## config.mk

```make
export PLATFORM = sky130hd
export DESIGN_NAME = cla_modadd_pipe
export DESIGN_NICKNAME = d
export VERILOG_FILES = /design/src/rtl/cla_modadd_pipe.sv
export SDC_FILE = /design/constraint.sdc
export NUM_CORES = 1
export LEC_CHECK = 0
export ABC_AREA = 1
export BUFFER_PORTS_ARGS = -buffer_cell sky130_fd_sc_hd__buf_2
export CAP_MARGIN = 20
export CORE_MARGIN = 2
export CORE_UTILIZATION = 40
export DETAILED_ROUTE_END_ITERATION = 10
export MAX_ROUTING_LAYER = met4
export SETUP_SLACK_MARGIN = 0.4
export SLEW_MARGIN = 20
export SYNTH_ARGS = -nofsm -noshare
export SYNTH_HDL_FRONTEND = slang
export SYNTH_SLANG_ARGS = --single-unit
export TNS_END_PERCENT = 50
```

## constraint.sdc

```tcl
create_clock -name clk -period 2.1 [get_ports clk]
set_input_delay 0.315 -clock clk [delete_from_list [all_inputs] [get_ports clk]]
set_output_delay 0.315 -clock clk [all_outputs]
set_load 0.01 [all_outputs]
```

## src/rtl/cla_modadd_pipe.sv

```systemverilog
`default_nettype none
// ============================================================================
// Module   : cla_modadd_pipe
// Brief    : 2-stage pipelined modular add/sub mod Q using grouped CLA carries.
// Revision : 1.0
// ============================================================================
module cla_modadd_pipe #(
  parameter int WIDTH = 14,
  parameter int Q     = 12289,
  parameter int GRP   = 4,
  parameter int TAG_W = 8
) (
  input  logic             clk,
  input  logic             rst_n,
  input  logic             in_valid,
  output logic             in_ready,
  input  logic [WIDTH-1:0] in_a,
  input  logic [WIDTH-1:0] in_b,
  input  logic             in_sub,
  input  logic [TAG_W-1:0] in_tag,
  output logic             out_valid,
  input  logic             out_ready,
  output logic [WIDTH-1:0] out_r,
  output logic [TAG_W-1:0] out_tag
);

  localparam int             c_NGRP  = (WIDTH + GRP - 1) / GRP;
  localparam logic [WIDTH:0] c_Q_EXT = (WIDTH+1)'(Q);
  localparam logic [WIDTH-1:0] c_Q_W = WIDTH'(Q);

  logic             r_s1_valid;
  logic [WIDTH:0]   r_s1_raw;
  logic             r_s1_sub;
  logic [TAG_W-1:0] r_s1_tag;
  logic             r_s2_valid;
  logic [WIDTH-1:0] r_s2_r;
  logic [TAG_W-1:0] r_s2_tag;

  logic             w_s1_adv;
  logic             w_s2_adv;
  logic [WIDTH-1:0] w_b_eff;
  logic [WIDTH-1:0] w_gen;
  logic [WIDTH-1:0] w_prop;
  logic [WIDTH:0]   w_carry;
  logic [WIDTH:0]   w_raw;
  logic [WIDTH-1:0] w_raw_mq;
  logic [WIDTH-1:0] w_raw_pq;
  logic [WIDTH-1:0] w_r;

  assign w_s2_adv = !r_s2_valid || out_ready;
  assign w_s1_adv = !r_s1_valid || w_s2_adv;
  assign in_ready = w_s1_adv;

  // Subtraction is a + ~b + 1: invert b and inject the +1 as carry-in.
  assign w_b_eff = in_sub ? ~in_b : in_b;
  assign w_gen   = in_a & w_b_eff;
  assign w_prop  = in_a ^ w_b_eff;

  // Each carry inside a group is a sum-of-products of that group's gen/prop
  // and the group carry-in; groups chain their carry-outs in a ripple.
  always_comb begin : p_cla
    logic t_acc;
    logic t_pall;
    w_carry    = '0;
    w_carry[0] = in_sub;
    t_acc      = 1'b0;
    t_pall     = 1'b1;
    for (int g = 0; g < c_NGRP; g++) begin
      for (int k = 0; k < GRP; k++) begin
        if (g*GRP + k < WIDTH) begin
          t_acc  = 1'b0;
          t_pall = 1'b1;
          for (int j = GRP-1; j >= 0; j--) begin
            if (j <= k) begin
              t_acc  = t_acc | (w_gen[g*GRP + j] & t_pall);
              t_pall = t_pall & w_prop[g*GRP + j];
            end
          end
          w_carry[g*GRP + k + 1] = t_acc | (t_pall & w_carry[g*GRP]);
        end
      end
    end
  end

  assign w_raw = {w_carry[WIDTH], w_prop ^ w_carry[WIDTH-1:0]};

  // raw[WIDTH] is the add carry or, for subtraction, the no-borrow flag (a >= b).
  assign w_raw_mq = r_s1_raw[WIDTH-1:0] - c_Q_W;
  assign w_raw_pq = r_s1_raw[WIDTH-1:0] + c_Q_W;

  always_comb begin
    w_r = r_s1_raw[WIDTH-1:0];
    if (r_s1_sub) begin
      if (!r_s1_raw[WIDTH]) w_r = w_raw_pq;
    end else begin
      if (r_s1_raw >= c_Q_EXT) w_r = w_raw_mq;
    end
  end

  always_ff @(posedge clk or negedge rst_n) begin
    if (!rst_n) begin
      r_s1_valid <= 1'b0;
      r_s1_raw   <= '0;
      r_s1_sub   <= 1'b0;
      r_s1_tag   <= '0;
    end else if (w_s1_adv) begin
      r_s1_valid <= in_valid;
      if (in_valid) begin
        r_s1_raw <= w_raw;
        r_s1_sub <= in_sub;
        r_s1_tag <= in_tag;
      end
    end
  end

  always_ff @(posedge clk or negedge rst_n) begin
    if (!rst_n) begin
      r_s2_valid <= 1'b0;
      r_s2_r     <= '0;
      r_s2_tag   <= '0;
    end else if (w_s2_adv) begin
      r_s2_valid <= r_s1_valid;
      if (r_s1_valid) begin
        r_s2_r   <= w_r;
        r_s2_tag <= r_s1_tag;
      end
    end
  end

  assign out_valid = r_s2_valid;
  assign out_r     = r_s2_r;
  assign out_tag   = r_s2_tag;

endmodule
`default_nettype wire

```

# == Yosys cells after proc, flatten, opt, wreduce, memory -nomap -nowiden ==
# Index checks and enable logic that the tools add are counted.
# word_totals
regBits,48
inputBits,41
output_inout_bits,24
wordCells,109
# classes
addsub,2
order_cmp,1
mux,4
bitwise,89
reduce_logical,6
# op_table
operator,n
$mux W14,4
$and A1 B1 Y1,52
$or A1 B1 Y1,33
$xor A14 B14 Y14,2
$ge A15 B14 Y1 const B,1
$add A14 B14 Y14 const B,1
$and A14 B14 Y14,1
$not A14 Y14,1
$sub A14 B14 Y14 const B,1
$reduce_and A2 Y1,2
$logic_not A1 Y1,2
$logic_or A1 B1 Y1,2

# == Longest topological paths before layout ==
# depth
depth_word,15
ltp_mapped,16
ltp_nobuf,14

# == Least setup slack after synthesis ==
# No wires, ideal clock.
# synth_path
path_kind,input to register
startpoint,in in_sub
endpoint,reg r_s1_raw[12]
setup_ns,0.083
arrival_time_ns,2.450
required_time_ns,2.017
path_slack_ns,-0.432
stages,14
path_buffers,2
path_cell_list,buf_2 -> buf_2 -> xor2_1 -> ha_1 -> or2_2 -> nand3b_1 -> nand2_1 -> nand2_1 -> nand2_1 -> nand2_1 -> nand2_1 -> inv_1 -> fa_1 -> o21ai_0
# synth_via
elab_chain_cells,12
elab_cells_between_ends,37
cone_classes,1 x mux; 36 x bitwise
# synth_rtl
element,line,text
from (decl),19,"input logic in_sub,"
$mux W14,55,assign w_b_eff = in_sub ? ~in_b : in_b;
$and A14 B14 Y14 / $xor A14 B14 Y14 (equally long branches),"56, 57",
$and A1 B1 Y1 (on tied branches),"75, 76",
$or A1 B1 Y1 (tied with other cells) (2 in a row),75,t_acc = t_acc | (w_gen[g*GRP + j] & t_pall);
$or A1 B1 Y1 / $and A1 B1 Y1 (equally long branches),"75, 79",
$or A1 B1 Y1,79,w_carry[g*GRP + k + 1] = t_acc | (t_pall & w_carry[g*GRP]);
$and A1 B1 Y1,79,
$or A1 B1 Y1,79,
$and A1 B1 Y1,79,
$or A1 B1 Y1,79,
$xor A14 B14 Y14 (*),85,"assign w_raw = {w_carry[WIDTH], w_prop ^ w_carry[WIDTH-1:0]};"
to (signal assigned),109,r_s1_raw <= w_raw;
to (decl),32,logic [WIDTH:0] r_s1_raw;
# Mark *: on every way between the ends. The rest lies on a longest branch, timed or not.
# A chain may end at the register's enable or synchronous reset.

# == Worst setup path in the final report ==
# layout_path
startpoint,in in_b[1]
endpoint,reg r_s1_raw[14]
# layout_via
elab_chain_cells,13
elab_cells_between_ends,18
cone_classes,1 x mux; 17 x bitwise
# layout_rtl
element,line,text
from (decl),18,"input logic [WIDTH-1:0] in_b,"
$not A14 Y14,55,
$mux W14 (*),55,
$and A14 B14 Y14 / $xor A14 B14 Y14 (equally long branches),"56, 57",
$and A1 B1 Y1 (on tied branches),"75, 76",
$or A1 B1 Y1 (tied with other cells),75,
$or A1 B1 Y1 / $and A1 B1 Y1 (equally long branches),"75, 79",
$or A1 B1 Y1 (*),79,
$and A1 B1 Y1 (*),79,
$or A1 B1 Y1 (*),79,
$and A1 B1 Y1 (*),79,
$or A1 B1 Y1 (*),79,
$and A1 B1 Y1 (*),79,
$or A1 B1 Y1 (*),79,
# Marked as above.

==> impl_metrics.yaml <==
power:
  clkPwrFrac_pct: 14.2
  p_comb_share_pct: 50.3
  p_int_mw: 2.38
  p_per_area_nw_per_um2: 905
  switching_power_mw: 1.90
  seq_power_share_pct: 35.5
  p_leak_nw: 2.51
  p_sw_share_pct: 44.4
  vdd_ir_drop_max_mv: 0.343
worst_setup_path:
  reg2reg_depth: 12
  r2r_start: "r_s1_raw[3]$_DFFE_PN0P_"
  crit_path_end_kind: "register"
  crit_path_start: "in_b[1]"
  worst_ep_arrival_time_ns: 2.12
  required_ns: 2.29
  cp-endpoint: "r_s1_raw[14]$_DFFE_PN0P_"
  critPathSlowestCell: "ha_1"
  start_kind: "input port"
  crit_type: "input port to register"
  crit_chain: "buf_6 > xor2_2 > ha_1 > or2_4 > nand3b_1 > nand2_2 > nand2_2 > nand2_2 > nand2_2 > nand2_2 > buf_6 > buf_4 > buf_4 > buf_4 > nand2_2 > a21oi_2"
  worstPathMaxFanout: 3
  cp_common_cell: "nand2_2"
  rrSetupSlack_ns: 0.28
  cp_num_buf_inv: 5
  critical-path-top-delay-family: "simple AND/OR/NAND/NOR gates"
  crit_cells: 16
  max_stage_delay_ns: 0.32
  timing.rr.end: "out_r[7]$_DFFE_PN0P_"
min_path:
  hp-class: "input port to asynchronous set/reset pin"
clocking:
  cts.clk_slew.worst_paths_ns: 0.10
  root_buffer: "clkbuf_8"
  htree_levels: 2
  cts_tree: "built"
  cts.path.max_buffers: 2
  clock_latency_ns: 0.31
  cts.sinks: 48
  cts_inserted_buffers: 5
  cts_hold_buf: 0
synthesis:
  syn_nets: 607
  yosysWarnings: 0
  synth.largest_area_cell: "dfrtp_1"
  synth_top_area_share_pct: 32.1
  ys_types: 34
  netlist_area_sq_um: 3740
  synth_flop_cell: "dfrtp_1"
  seq_area_frac_synth_pct: 32.1
  synth_edf_count: 0
  synthCells: 546
  synth_area_leaders: "dfrtp_1 32%, nand2_1 22%, xor2_1 6.8%"
  ys_ff_latch: 48
  syn_area_per_cell_sq_um: 6.84
  async_flop_share_pct: 100
placement:
  dp_cells: 730
  dp_hpwl_mm: 7.23
  gp_congestion: 0.945
  port_buffers: 64
  placedInstanceArea_sq_um: 4320
routing:
  drt-vias-per-instance: 4.92
  wl_mm: 9.92
  detail_route.first_pass.iterations: 4
  num_vias: 3727
  drtIter0Drc: 251
  drc: 0
  wl_per_cell_microns: 13.1
  ant_nets: 0
flow_run:
  maxCapViolations: 0
timing:
  fin_skew_ns: 0.0152
  fmax_mhz: 516
  finalCritPeriodShare_pct: 92.2
  setup_viol: 0
  setup_tns_ns: 0
  whs_ns: -0.0217
  finalHoldViolations: 21
  rsz0062_at_grt: "true"
  relSlewSlack_pct: 62.6
  drv_slew: 0
  tightest_slew_ns: 0.561
  period_minus_slack_ns: 1.94
global_routing:
  antenna_found_initial: 0
  grt_overflow_total: 0
  grt_pass1_wl_mm: 16.3
  grt_max_degree: 27
  grt_pass1_vias: 3489
  grtUsageTotal_pct: 20.5
floorplan:
  core_sq_um: 9150
  die-area_sq_um: 10100
  initial_utilization_pct: 40.8
  floorplan.die.height_microns: 101
  row_count: 35
  die_w_microns: 101
  io_pins: 65
finish:
  fin_nets: 706
  fill_cells: 955
  drive_gt1_share_pct: 29.4
  antenna_cells: 0
  final_common_cell: "nand2_1"
  fin_area_sq_um: 4730
  layout_common_cells: "207 x nand2_1, 62 x buf_2, 45 x buf_4"
  stdcell_count: 757
  area_growth_pct: 26.6
status:
  outcome: "finished, violations left"
  violations: "hold timing"
timing repair:
action                                  in CTS  in global routing
gates cloned                                 2                  0
endpoints found under the setup margin      23                 25
buffers inserted                            12                  5
gates resized for setup                     16                 32
pin swaps                                   13                 13
flip-flops by register name, summed over array words and instances (netlist names):
signal,count
out_tag,8
out_r,14
out_valid,1
r_s1_valid,1
r_s1_sub,1
r_s1_raw,15
r_s1_tag,8
worst register-to-register path, stage by stage (launching register included):
cell     delay (ns)
dfrtp_1        0.49
inv_2          0.15
nand2_2        0.06
nor2_2         0.16
nand2_2        0.09
nand2_2        0.15
nand3_4        0.17
nand2_2        0.10
nand2_1        0.05
nand2_1        0.05
nand2_1        0.12
nand2_1        0.09
nand2_1        0.05
worst min path at each step:
stage	from	to	slack, ns	cells after the start
finish	rst_n	out_r[13]$_DFFE_PN0P_	-0.02	1
global placement	rst_n	out_r[13]$_DFFE_PN0P_	0.34	1
floorplan	rst_n	out_r[0]$_DFFE_PN0P_	0.02	0
global route	rst_n	out_r[12]$_DFFE_PN0P_	0.03	1
detailed placement	rst_n	out_r[13]$_DFFE_PN0P_	0.35	1
CTS	rst_n	out_r[13]$_DFFE_PN0P_	0.01	1
cell families (layout without fill, tap and decap cells):
logic type	count (synthesis)	after routing	share of synthesized area (%)
AND/OR/NAND/NOR	324	325	37.0
AO/OA/AOI/OAI	50	50	7.16
XOR/XNOR	33	33	7.73
buffers and inverters	71	170	8.70
adder cells (fa/ha/maj)	20	20	7.30
flip-flops	48	48	32.1
synth_stat cells, drive strengths merged (2+ instances only):
cell,number
nand3b,3
o22ai,2
clkbuf,10
nand2,226
nor3,4
nand4,5
xor2,29
nand3,41
xnor2,4
nor2,41
a21oi,10
ha,17
fa,3
or2,2
dfrtp,48
o21ai,35
buf,14
inv,46
area by class of cell:
type	count	area, sq um	share of cell area [%]
Clock inverter	2	13.8	0.291
Sequential cell	48	1210	25.5
Inverter	47	179	3.78
Timing Repair Buffer	115	776	16.4
Multi-Input combinational cell	428	2330	49.3
Tap cell	111	139	2.93
Clock buffer	6	82.6	1.74
power by group through the flow:
stage | registers [mW] | clock network [mW] | logic (mW)
after floorplan | 1.47 | 0 | 1.42
after global placement | 1.52 | 0 | 1.94
after detailed placement | 1.52 | 0 | 1.97
after CTS | 1.51 | 0.626 | 2.07
after global routing | 1.56 | 0.661 | 2.45
final | 1.52 | 0.609 | 2.15
through the flow:
stage          worst slack [ns]  power (mW)  utilization [%]
5_1_grt                  0.0846        4.67             51.7
3_5_place_dp             -0.356        3.49             47.2
4_1_cts                   0.174        4.20             50.2
3_3_place_gp             -0.289        3.46             47.2
6_report                  0.164        4.28             51.7
2_1_floorplan            -0.228        2.88                -
metal layers:
metal / part of all wire (%) / vias up / global-route usage [%] / routed length (microns)
met2: 50 / 83 / 34.7 / 4960
met4: 1.6 / 0 / 4.53 / 155
met5: 0 / - / - / 0
li1: - / 1908 / - / -
met1: 45 / 1723 / 26.2 / 4460
met3: 3.5 / 13 / 2.70 / 350
(Power assumes the default switching activity.)
